<file path="config.mk">
export PLATFORM = sky130hd
export DESIGN_NAME = contador_updown_param
export DESIGN_NICKNAME = d
export VERILOG_FILES = /design/src/rtl/contador_pkg.sv /design/src/rtl/contador_next.sv /design/src/rtl/contador_updown_param.sv
export SDC_FILE = /design/constraint.sdc
export NUM_CORES = 1
export LEC_CHECK = 0
export BUFFER_PORTS_ARGS = -buffer_cell sky130_fd_sc_hd__buf_2
export CELL_PAD_IN_SITES_DETAIL_PLACEMENT = 2
export CELL_PAD_IN_SITES_GLOBAL_PLACEMENT = 2
export CORE_ASPECT_RATIO = 0.9
export CORE_MARGIN = 3
export CORE_UTILIZATION = 29
export CTS_CLUSTER_SIZE = 16
export DETAILED_ROUTE_END_ITERATION = 7
export GPL_ROUTABILITY_DRIVEN = 0
export HOLD_SLACK_MARGIN = 0.12
export PLACE_DENSITY_LB_ADDON = 0.1
export SETUP_SLACK_MARGIN = 0.5
export SLEW_MARGIN = 20
export SYNTH_ARGS = -nofsm -noshare
export SYNTH_HDL_FRONTEND = slang
export SYNTH_SLANG_ARGS = --single-unit
</file>
<file path="constraint.sdc">
create_clock -name cp -period 4.8 [get_ports cp]
set_input_delay 0.48 -clock cp [delete_from_list [all_inputs] [get_ports cp]]
set_output_delay 0.48 -clock cp [all_outputs]
set_load 0.05 [all_outputs]
</file>
<file path="src/rtl/contador_pkg.sv">
// Shared types and the operation decoder for the parametrised up/down counter.
// Optional saturation (macro CONTADOR_SAT_EN) is handled in the top and next-state files.
package contador_pkg;

  localparam int unsigned CNT_OP_W = 2;

  // Direction flag encoding held in the DIR register
  localparam logic CNT_DIR_UP   = 1'b1;
  localparam logic CNT_DIR_DOWN = 1'b0;

  typedef enum logic [CNT_OP_W-1:0] {
    CNT_HOLD,
    CNT_UP,
    CNT_DOWN,
    CNT_LOAD
  } cnt_op_t;

  // Priority decoder: reset suppresses every operation, then load, then a qualified step
  function automatic cnt_op_t cnt_decode(input logic mr, input logic pl_n,
                                         input logic step, input logic up);
    cnt_op_t op;
    op = CNT_HOLD;
    if (mr) begin
      op = CNT_HOLD;
    end else if (!pl_n) begin
      op = CNT_LOAD;
    end else if (step) begin
      op = up ? CNT_UP : CNT_DOWN;
    end
    return op;
  endfunction

endpackage

</file>
<file path="src/rtl/contador_next.sv">
// Combinational next-count and carry-out logic for one counter stage.
module contador_next
  import contador_pkg::*;
#(
  parameter int unsigned WIDTH = 4
) (
  input  cnt_op_t          op,
  input  logic [WIDTH-1:0] q,
  input  logic [WIDTH-1:0] p,
  input  logic [WIDTH-1:0] max_val,
  input  logic             sat,
  output logic [WIDTH-1:0] q_next,
  output logic             co
);

  logic at_max;
  logic at_zero;

  assign at_max  = (q >= max_val);
  assign at_zero = (q == '0);

  // Next value per operation; a saturated stage holds and emits no carry
  always_comb begin
    q_next = q;
    co     = 1'b0;
    case (op)
      CNT_LOAD: q_next = p;
      CNT_UP: begin
        if (at_max) begin
          if (!sat) begin
            q_next = '0;
            co     = 1'b1;
          end
        end else begin
          q_next = q + WIDTH'(1);
        end
      end
      CNT_DOWN: begin
        if (at_zero) begin
          if (!sat) begin
            q_next = max_val;
            co     = 1'b1;
          end
        end else begin
          q_next = q - WIDTH'(1);
        end
      end
      default: q_next = q;
    endcase
  end

endmodule

</file>
<file path="src/rtl/contador_updown_param.sv">
// Parametrised synchronous up/down counter with load, enable and carry cascade.
// Define CONTADOR_SAT_EN to add the sat input (saturate instead of wrap).
module contador_updown_param
  import contador_pkg::*;
#(
  parameter int unsigned WIDTH   = 4,
  parameter int unsigned MAX_VAL = (1 << WIDTH) - 1,
  parameter int unsigned RST_VAL = 0
) (
  input  logic             cp,
  input  logic             mr,
  input  logic             pl,
  input  logic [WIDTH-1:0] p,
  input  logic             cen,
  input  logic             ci,
  input  logic             up,
  input  logic             dn,
`ifdef CONTADOR_SAT_EN
  input  logic             sat,
`endif
  output logic [WIDTH-1:0] q,
  output logic             dir,
  output logic             tcu,
  output logic             tcd,
  output logic             co
);

  localparam logic [WIDTH-1:0] MAX_Q = WIDTH'(MAX_VAL);
  localparam logic [WIDTH-1:0] RST_Q = WIDTH'(RST_VAL);

  logic             step_c;
  logic             sat_c;
  logic             dir_next;
  logic [WIDTH-1:0] q_next;
  cnt_op_t          op;

`ifdef CONTADOR_SAT_EN
  assign sat_c = sat;
`else
  assign sat_c = 1'b0;
`endif

  assign step_c = cen & ci & (up ^ dn);
  assign op     = cnt_decode(mr, pl, step_c, up);

  contador_next #(
    .WIDTH (WIDTH)
  ) u_next (
    .op      (op),
    .q       (q),
    .p       (p),
    .max_val (MAX_Q),
    .sat     (sat_c),
    .q_next  (q_next),
    .co      (co)
  );

  // Direction follows the last step taken; load and hold keep it
  always_comb begin
    dir_next = dir;
    case (op)
      CNT_UP:   dir_next = CNT_DIR_UP;
      CNT_DOWN: dir_next = CNT_DIR_DOWN;
      default:  dir_next = dir;
    endcase
  end

  // Count/direction registers; terminal flags registered from the same next values
  always_ff @(posedge cp) begin
    if (mr) begin
      q   <= RST_Q;
      dir <= CNT_DIR_UP;
      tcu <= ~(RST_Q >= MAX_Q);
      tcd <= 1'b1;
    end else begin
      q   <= q_next;
      dir <= dir_next;
      tcu <= ~((q_next >= MAX_Q) & (dir_next == CNT_DIR_UP));
      tcd <= ~((q_next == '0) & (dir_next == CNT_DIR_DOWN));
    end
  end

endmodule

</file>
Word-level counts from Yosys, hierarchy flattened
Index checks and enable logic that the tools add are counted.

Logic and storage cells: 32. Register bits: 7. Output and inout port bits: 8.

Magnitude comparators: 2. Eq/ne operators: 3. Add/sub/neg operators: 2. Bitwise gates (word level): 8. Muxes and demuxes: 11. Reductions and logical operators: 2.

Operators by type and width (number): 4-bit one-hot mux with 3 select lines (1); 4-bit greater-or-equal comparator (second input constant) (2); 4-bit zero test (2); 2-bit 2-to-1 mux (4); 4-bit 2-to-1 mux (2); 4-bit by 1-bit adder with 4-bit output (second input constant) (1); 1-bit AND (4); 2-bit equality test (second input constant) (2); 1-bit one-hot mux with 2 select lines (2); 4-bit by 1-bit subtractor with 4-bit output (second input constant) (1); 1-bit inverter (3); 2-bit by 1-bit equality test with 1-bit output (second input constant) (1); 1-bit 2-to-1 mux (2); 1-bit bitwise XOR (1).

Logic depth before layout (Yosys ltp)
Gate-level depths: netlist of the first run.

Word-level depth: 10. Mapped depth: 9.

By module
From an unflattened synthesis of the first run, not the netlist that was laid out.

Cell total of the unflattened synthesis: 95. Area total of the unflattened synthesis: 804.5 µm².

Modules (own cells, without submodules): contador_next (area each 529.3 µm², cells an instance 70, instances 1); contador_updown_param (area each 275.3 µm², cells an instance 25, instances 1).

Least setup slack after synthesis of the first run
Ideal clock, no wire load.

Path type: input to output. Start point: input port dn. End point: output port co. Required time: 4.320 ns. Stages: 6. Setup slack: 2.246 ns. Arrival time: 2.074 ns. Path buffers: 1. Path through: nand4b_1 > a21oi_1 > ha_1 > buf_4 > nand4_1 > a21oi_1.

Word-level cells in the longest chain between the ends: 7. Elaborated cells between the ends (all ways): 8. Those cells by class: eq/ne: 2; mux: 4; bitwise: 2.

RTL lines: from (decl) (RTL line contador_updown_param.sv:17) `input logic dn,`; 1-bit bitwise XOR * (RTL line contador_updown_param.sv:43) `assign step_c = cen & ci & (up ^ dn);`; 1-bit AND * (RTL line contador_updown_param.sv:43); 2-bit 2-to-1 mux * (RTL line contador_pkg.sv:27) `end else if (step) begin`; 2-bit 2-to-1 mux * (RTL line contador_pkg.sv:25) `end else if (!pl_n) begin`; 2-bit 2-to-1 mux * (RTL line contador_pkg.sv:23) `if (mr) begin`; 2-bit equality test or 2-bit by 1-bit equality test with 1-bit output (tied branches) (RTL line contador_next.sv:26) `case (op)`; 1-bit one-hot mux with 2 select lines * (RTL line contador_next.sv:26); to (decl) (RTL line contador_updown_param.sv:25) `output logic co`.

Every way passes the cells marked *; elsewhere a longest branch is shown, timed or not.

Worst setup path after layout of the first run
Same ends and word-level chain as after synthesis.

==> reports/qor.txt, run 1 <==
All-Layer GR Usage = 13.91%
Total power = 0.0001918 W
DRT iter0 DRCs = 4
CTS tree = built
Worst Path Required = 4.32 ns
Cell Chain, Critical Path = buf_2 -> nand4b_1 -> a21oi_1 -> ha_1 -> nand4_1 -> a21oi_1 -> buf_2
HPWL after DPL = 1.373 mm
Post-Syn Nets = 87
Worst slew margin = 73.25%
Inserted Clock Buffers = 3
Post-route insts no fill = 113
Outcome = finished clean
Reg2reg setup slack = 2.80 ns
Worst-Margin Slew = 0.3988 ns
Initial antenna violation count = 0
Initial Util = 32.87%
Layout overhead on the synthesized area = 19.62%
Sum Neg Setup Slack = 0 ns
Hold Vio Cnt, Final = 0
Avg Cell Area, Syn = 8.472 µm²
Worst r2r path cells = 6
Number of hold buffers added after cts = 0
Worst-path clk slew = 0.05 ns
Fmax = 0.4098 GHz
Most frequent cells in the layout = buf_2, a21oi_1, dfxtp_1
Total Wirelength = 1.696 mm
Most common cell after layout, fill and taps aside = buf_2
Total grt overflow = 0
Leak Pwr = 0.3334 nW
DR pass1 iterations = 2
Netlist cell types = 31
Synth Instances = 70
Fin Clk Skew = 0.002351 ns
Crit share post-route = 50.84%
Count of final setup violators = 0
Unrepaired setup endpoints after global routing = no
Core Rows = 14
Post-detailed-route DRC marker count = 0
Critical Path Sink Type = primary output
Hold Crit Depth = 2
Chip height = 48.90 µm
Hold Crit Class = input pin to register
Clock Path Buffers = 2
Fin crit period = 2.440 ns
Die ar. = 2624 µm²
Total number of vias = 602
Arr. time, crit path = 1.96 ns
Maximum vdd ir drop = 0.1093 mV
I/O pins = 19
Pwr Density = 270.4 nW/µm²
Nets = 107
Critical-path top delay cell = ha_1
Post-CTS setup buffer count = 0
Port Buffers = 18
PostCTS Resize Cnt = 0
Slew Viols, Final = 0
Yosys warns = 0
Area of the core = 1804 µm²
Max stage delay on crit path = 0.37 ns
Largest net degree at the start of global routing = 12
Global-route wire length before repair = 2.725 mm
H-tree depth = 1
Seq cells post-synth = 7
Antenna Cells = 0
Clk sinks = 7
WS Path Type = input pin to primary output
Root buffer cell = clkbuf_4
Via density = 5.327
Antenna Nets Post-Route = 0
Vias in the first global route = 590
Clk Latency, worst-skew pair = 0.25 ns
Share of cells above drive strength 1 = 24.72%
Post-synthesis sequential area ratio = 23.63%
Die X = 53.67 µm
DP Cell Count = 109
Cell Area, Synth = 593.1 µm²
Critical path fanouts, max = 8
Max cap viols = 0
Drt wl/cell = 15.01 µm
CP startpoint kind = input pin
==> cell type report <==
| type | count | area (µm²) |
|---|---|---|
| multi-input cells | 56 | 407.9 |
| clock buffers | 4 | 26.28 |
| inverters | 4 | 15.01 |
| repair buffers | 18 | 90.09 |
| well taps | 24 | 30.03 |
| flip-flops and latches | 7 | 140.1 |
| fillers | 219 | 1095 |
==> per-stage QoR <==
stage,hold WS [ns],worst slack [ns],instance area (µm²),util [%]
finish,0.4899,2.360,709.4,39.32
detailed placement,0.5549,2.198,683.2,37.86
floorplan,0.5516,2.246,593.1,-
CTS,0.4793,2.347,709.4,39.32
global placement,0.5359,2.317,683.2,37.86
global route,0.4983,2.244,709.4,39.32
==> power by group <==
part	total (W)	internal, W	switching (W)
registers	0.0000705	0.0000627	0.00000788
clock network	0.0000528	0.0000317	0.0000211
logic	0.0000685	0.0000250	0.0000435
total	0.000192	0.000119	0.0000725
==> registers in the layout (all words and copies together), names as in the netlist <==
register / count
dir: 1
tcd: 1
q: 4
tcu: 1
==> synth_stat cells (all sizes together) <==
cell type | instances | area, µm²
o21ai | 2 | 10.01
a31oi | 4 | 25.02
mux2i | 2 | 20.02
inv | 4 | 15.01
a21boi | 1 | 7.510
or4b | 1 | 10.01
nand2 | 2 | 7.510
a211oi | 2 | 15.01
o2111ai | 1 | 8.760
and3b | 2 | 17.52
or2b | 1 | 7.510
ha | 6 | 75.07
nand3 | 1 | 5.000
nor2 | 3 | 13.77
nor3 | 2 | 10.01
a211o | 1 | 8.760
and3 | 1 | 6.260
nand4b | 2 | 17.52
o21ba | 1 | 10.01
nand4bb | 1 | 11.26
nand4 | 2 | 12.51
a21o | 2 | 15.01
o21bai | 1 | 7.510
nand3b | 1 | 7.510
nand2b | 1 | 6.260
dfxtp | 7 | 140.1
a21oi | 7 | 35.03
nor2b | 6 | 37.54
buf | 3 | 30.03
==> metal layers <==
layer | vias to the layer above | global-route usage [%] | share of wire, %
met3 | 2 | 3.976 | 5.5
met5 | - | 0 | 0
met2 | 16 | 24.19 | 48
met4 | 0 | 2.553 | 0.47
met1 | 288 | 16.48 | 45
li1 | 296 | - | -
==> worst paths after layout <==
kind,startpoint,end
hold / removal,mr,q[0]
setup / recovery,dn,co
hold reg to reg,dir,dir
setup reg to reg,q[0],tcu
==> logic make-up (layout without fill, tap and decap cells) <==
logic type               after synthesis  in the layout  share of synthesized area [%]
AND/OR/NAND/NOR                       26             26                          28.70
flip-flops                             7              7                          23.63
buffers and inverters                  7             26                          7.594
AO/OA/AOI/OAI                         22             22                          24.05
adder cells (fa/ha/maj)                6              6                          12.66
multiplexers                           2              2                          3.376
==> worst max-delay path: cells and delay by family <==
| family | cells | cell delay, ns |
|---|---|---|
| adders and majority gates | 1 | 0.37 |
| buffers and inverters | 2 | 0.38 |
| and+or+nand+nor | 2 | 0.29 |
| AOI/OAI and AO/OA | 2 | 0.43 |
No activity file was read; power rests on OpenSTA's default activity.
==> inputs of run 2 (changes only) <==
--- a/config.mk
+++ b/config.mk
@@ -10,7 +10,7 @@
 export CELL_PAD_IN_SITES_GLOBAL_PLACEMENT = 2
 export CORE_ASPECT_RATIO = 0.9
 export CORE_MARGIN = 3
-export CORE_UTILIZATION = 29
+export CORE_UTILIZATION = 24
 export CTS_CLUSTER_SIZE = 16
 export DETAILED_ROUTE_END_ITERATION = 7
 export GPL_ROUTABILITY_DRIVEN = 0
==> constraint.sdc (replaced) <==
create_clock -name cp -period 2.1 [get_ports cp]
set_input_delay 0.21 -clock cp [delete_from_list [all_inputs] [get_ports cp]]
set_output_delay 0.21 -clock cp [all_outputs]
set_load 0.05 [all_outputs]
==> reports/qor.txt, run 2 (synthesized netlist as in run 1, its figures left out) <==
Outcome = finished clean
Int Pwr = 0.0003299 W
Max reg flops = 4
Reg2reg setup slack = 0.25 ns
Die X = 58.40 µm
Clock Path Buffers = 2
CP startpoint kind = input pin
Hold Crit Class = input pin to register
Clk network pwr share = 22.8%
Comb power frac = 48.1%
Min-Delay Endpoint = q[0]
Arr. time, crit path = 2.05 ns
Crit share post-route = 92.17%
Worst slew margin = 74.56%
DP Area = 797.0 µm²
Fin Clk Skew = 0.005678 ns
DP Cell Count = 124
Worst r2r path cells = 6
Chip height = 53.16 µm
Drt wl/cell = 21.18 µm
Hold Vio Cnt, Final = 0
Antenna Cells = 0
Number of hold buffers added after cts = 0
Root buffer cell = clkbuf_4
Min-delay src = mr
Unrepaired setup endpoints after global routing = yes
Worst-Margin Slew = 0.3810 ns
HPWL after DPL = 1.812 mm
Core Rows = 16
CTS tree = built
Largest net degree at the start of global routing = 12
Antenna Nets Post-Route = 0
Post-route insts no fill = 135
Initial antenna violation count = 0
Critical path fanouts, max = 3
Total grt overflow = 0
Worst-path clk slew = 0.06 ns
Worst r2r src = q[0]
H-tree depth = 1
Total Wirelength = 2.859 mm
Reg-to-reg endpoint = tcu
Biggest register = q
Pwr Density = 531.2 nW/µm²
Critical-path top delay cell = or4b_1
Port Buffers = 18
Most common cell after layout, fill and taps aside = buf_4
Critical Path Sink Type = register
Slew Viols, Final = 0
Initial Util = 26.22%
Cell Chain, Critical Path = buf_6 -> nand4b_1 -> a21o_1 -> buf_4 -> ha_4 -> mux2i_2 -> a211oi_2 -> nand3b_1 -> or4b_1
Clk Latency, worst-skew pair = 0.25 ns
Count of final setup violators = 0
Leak Pwr = 0.4466 nW
Most frequent cells in the layout = buf_4, buf_2, buf_6
Fin crit period = 1.936 ns
All-Layer GR Usage = 18.09%
WS Path Type = input pin to register
Area of the core = 2262 µm²
Max stage delay on crit path = 0.50 ns
Worst Path Required = 2.22 ns
Nets = 126
Switching share of power = 38.95%
Max cap viols = 0
Global-route wire length before repair = 4.112 mm
Seq pwr share = 29.1%
Layout overhead on the synthesized area = 71.52%
Clk sinks = 7
Sw Pwr = 0.0002105 W
Hold Crit Depth = 3
Post-detailed-route DRC marker count = 0
Design area = 1017 µm²
Fmax = 0.5166 GHz
Maximum vdd ir drop = 0.2708 mV
Die ar. = 3105 µm²
Share of cells above drive strength 1 = 59.26%
Via density = 5.252
I/O pins = 19
Total number of vias = 709
DR pass1 iterations = 4
Vias in the first global route = 805
Inserted Clock Buffers = 3
DRT iter0 DRCs = 24
[run 2: cell types whose count changed in the layout (fill, tap and decap cells not counted), moves of 3 or more]
cell	previous run	this run
a21oi_1	7	3
a21oi_2	0	3
a31oi_1	4	1
a31oi_2	0	3
buf_2	18	15
buf_4	0	16
buf_6	0	6
ha_1	6	2
ha_4	0	4
nor2b_1	6	3
[run 2: layer usage]
metal | GRT usage, % | wire length, µm
met5 | 0 | 0
met1 | 21.87 | 1191
met2 | 32.53 | 1587
met3 | 2.683 | 80
met4 | 5.792 | 0
[run 2: cell type report]
type | instances | area, µm²
well taps | 27 | 33.78
fillers | 256 | 1245
repair buffers | 37 | 262.8
inverters | 4 | 15.01
clock buffers | 4 | 26.28
flip-flops and latches | 7 | 145.1
multi-input cells | 56 | 534.3
[run 2: critical path, delay by kind of cell]
kind / cells / cell delay (ns)
compound gates: 2 / 0.41
fa+ha+maj: 1 / 0.22
simple gates: 3 / 0.80
buf+inv: 2 / 0.25
mux: 1 / 0.17
[run 2: power groups by stage]
stage | clock network [W] | logic, W | registers, W
after floorplan | 0 | 0.0000907 | 0.000193
after global placement | 0 | 0.000192 | 0.000160
after detailed placement | 0 | 0.000197 | 0.000161
after CTS | 0.000128 | 0.000227 | 0.000156
after global routing | 0.000138 | 0.000278 | 0.000158
final | 0.000123 | 0.000260 | 0.000157
[run 2: per-stage QoR]
step | setup slack (ns) | total power (W) | TNS [ns] | utilization [%] | hold WS, ns
after floorplan | 0.2120 | 0.0002836 | 0 | - | 0.2727
after global placement | -0.05449 | 0.0003524 | -0.05449 | 35.23 | 0.5383
after detailed placement | -0.1003 | 0.0003584 | -0.1003 | 35.23 | 0.5401
after CTS | 0.2663 | 0.0005113 | 0 | 41.15 | 0.3065
after global routing | 0.1342 | 0.0005741 | 0 | 44.97 | 0.3328
final | 0.1644 | 0.0005403 | 0 | 44.97 | 0.3231
[run 2: repair_timing]
item	4_1_cts	5_1_grt
gates resized for setup	17	13
pin swaps	5	7
hold endpoints to repair	0	0
setup endpoints to repair	6	6
buffers inserted	4	3
[run 2: how the worst max path moves through the flow]
stage	start	to	slack [ns]
final	up	tcu	0.16
after global placement	dn	tcu	-0.05
after detailed placement	dn	tcu	-0.10
after floorplan	up	tcu	0.21
after CTS	dn	co	0.27
after global routing	up	tcu	0.13
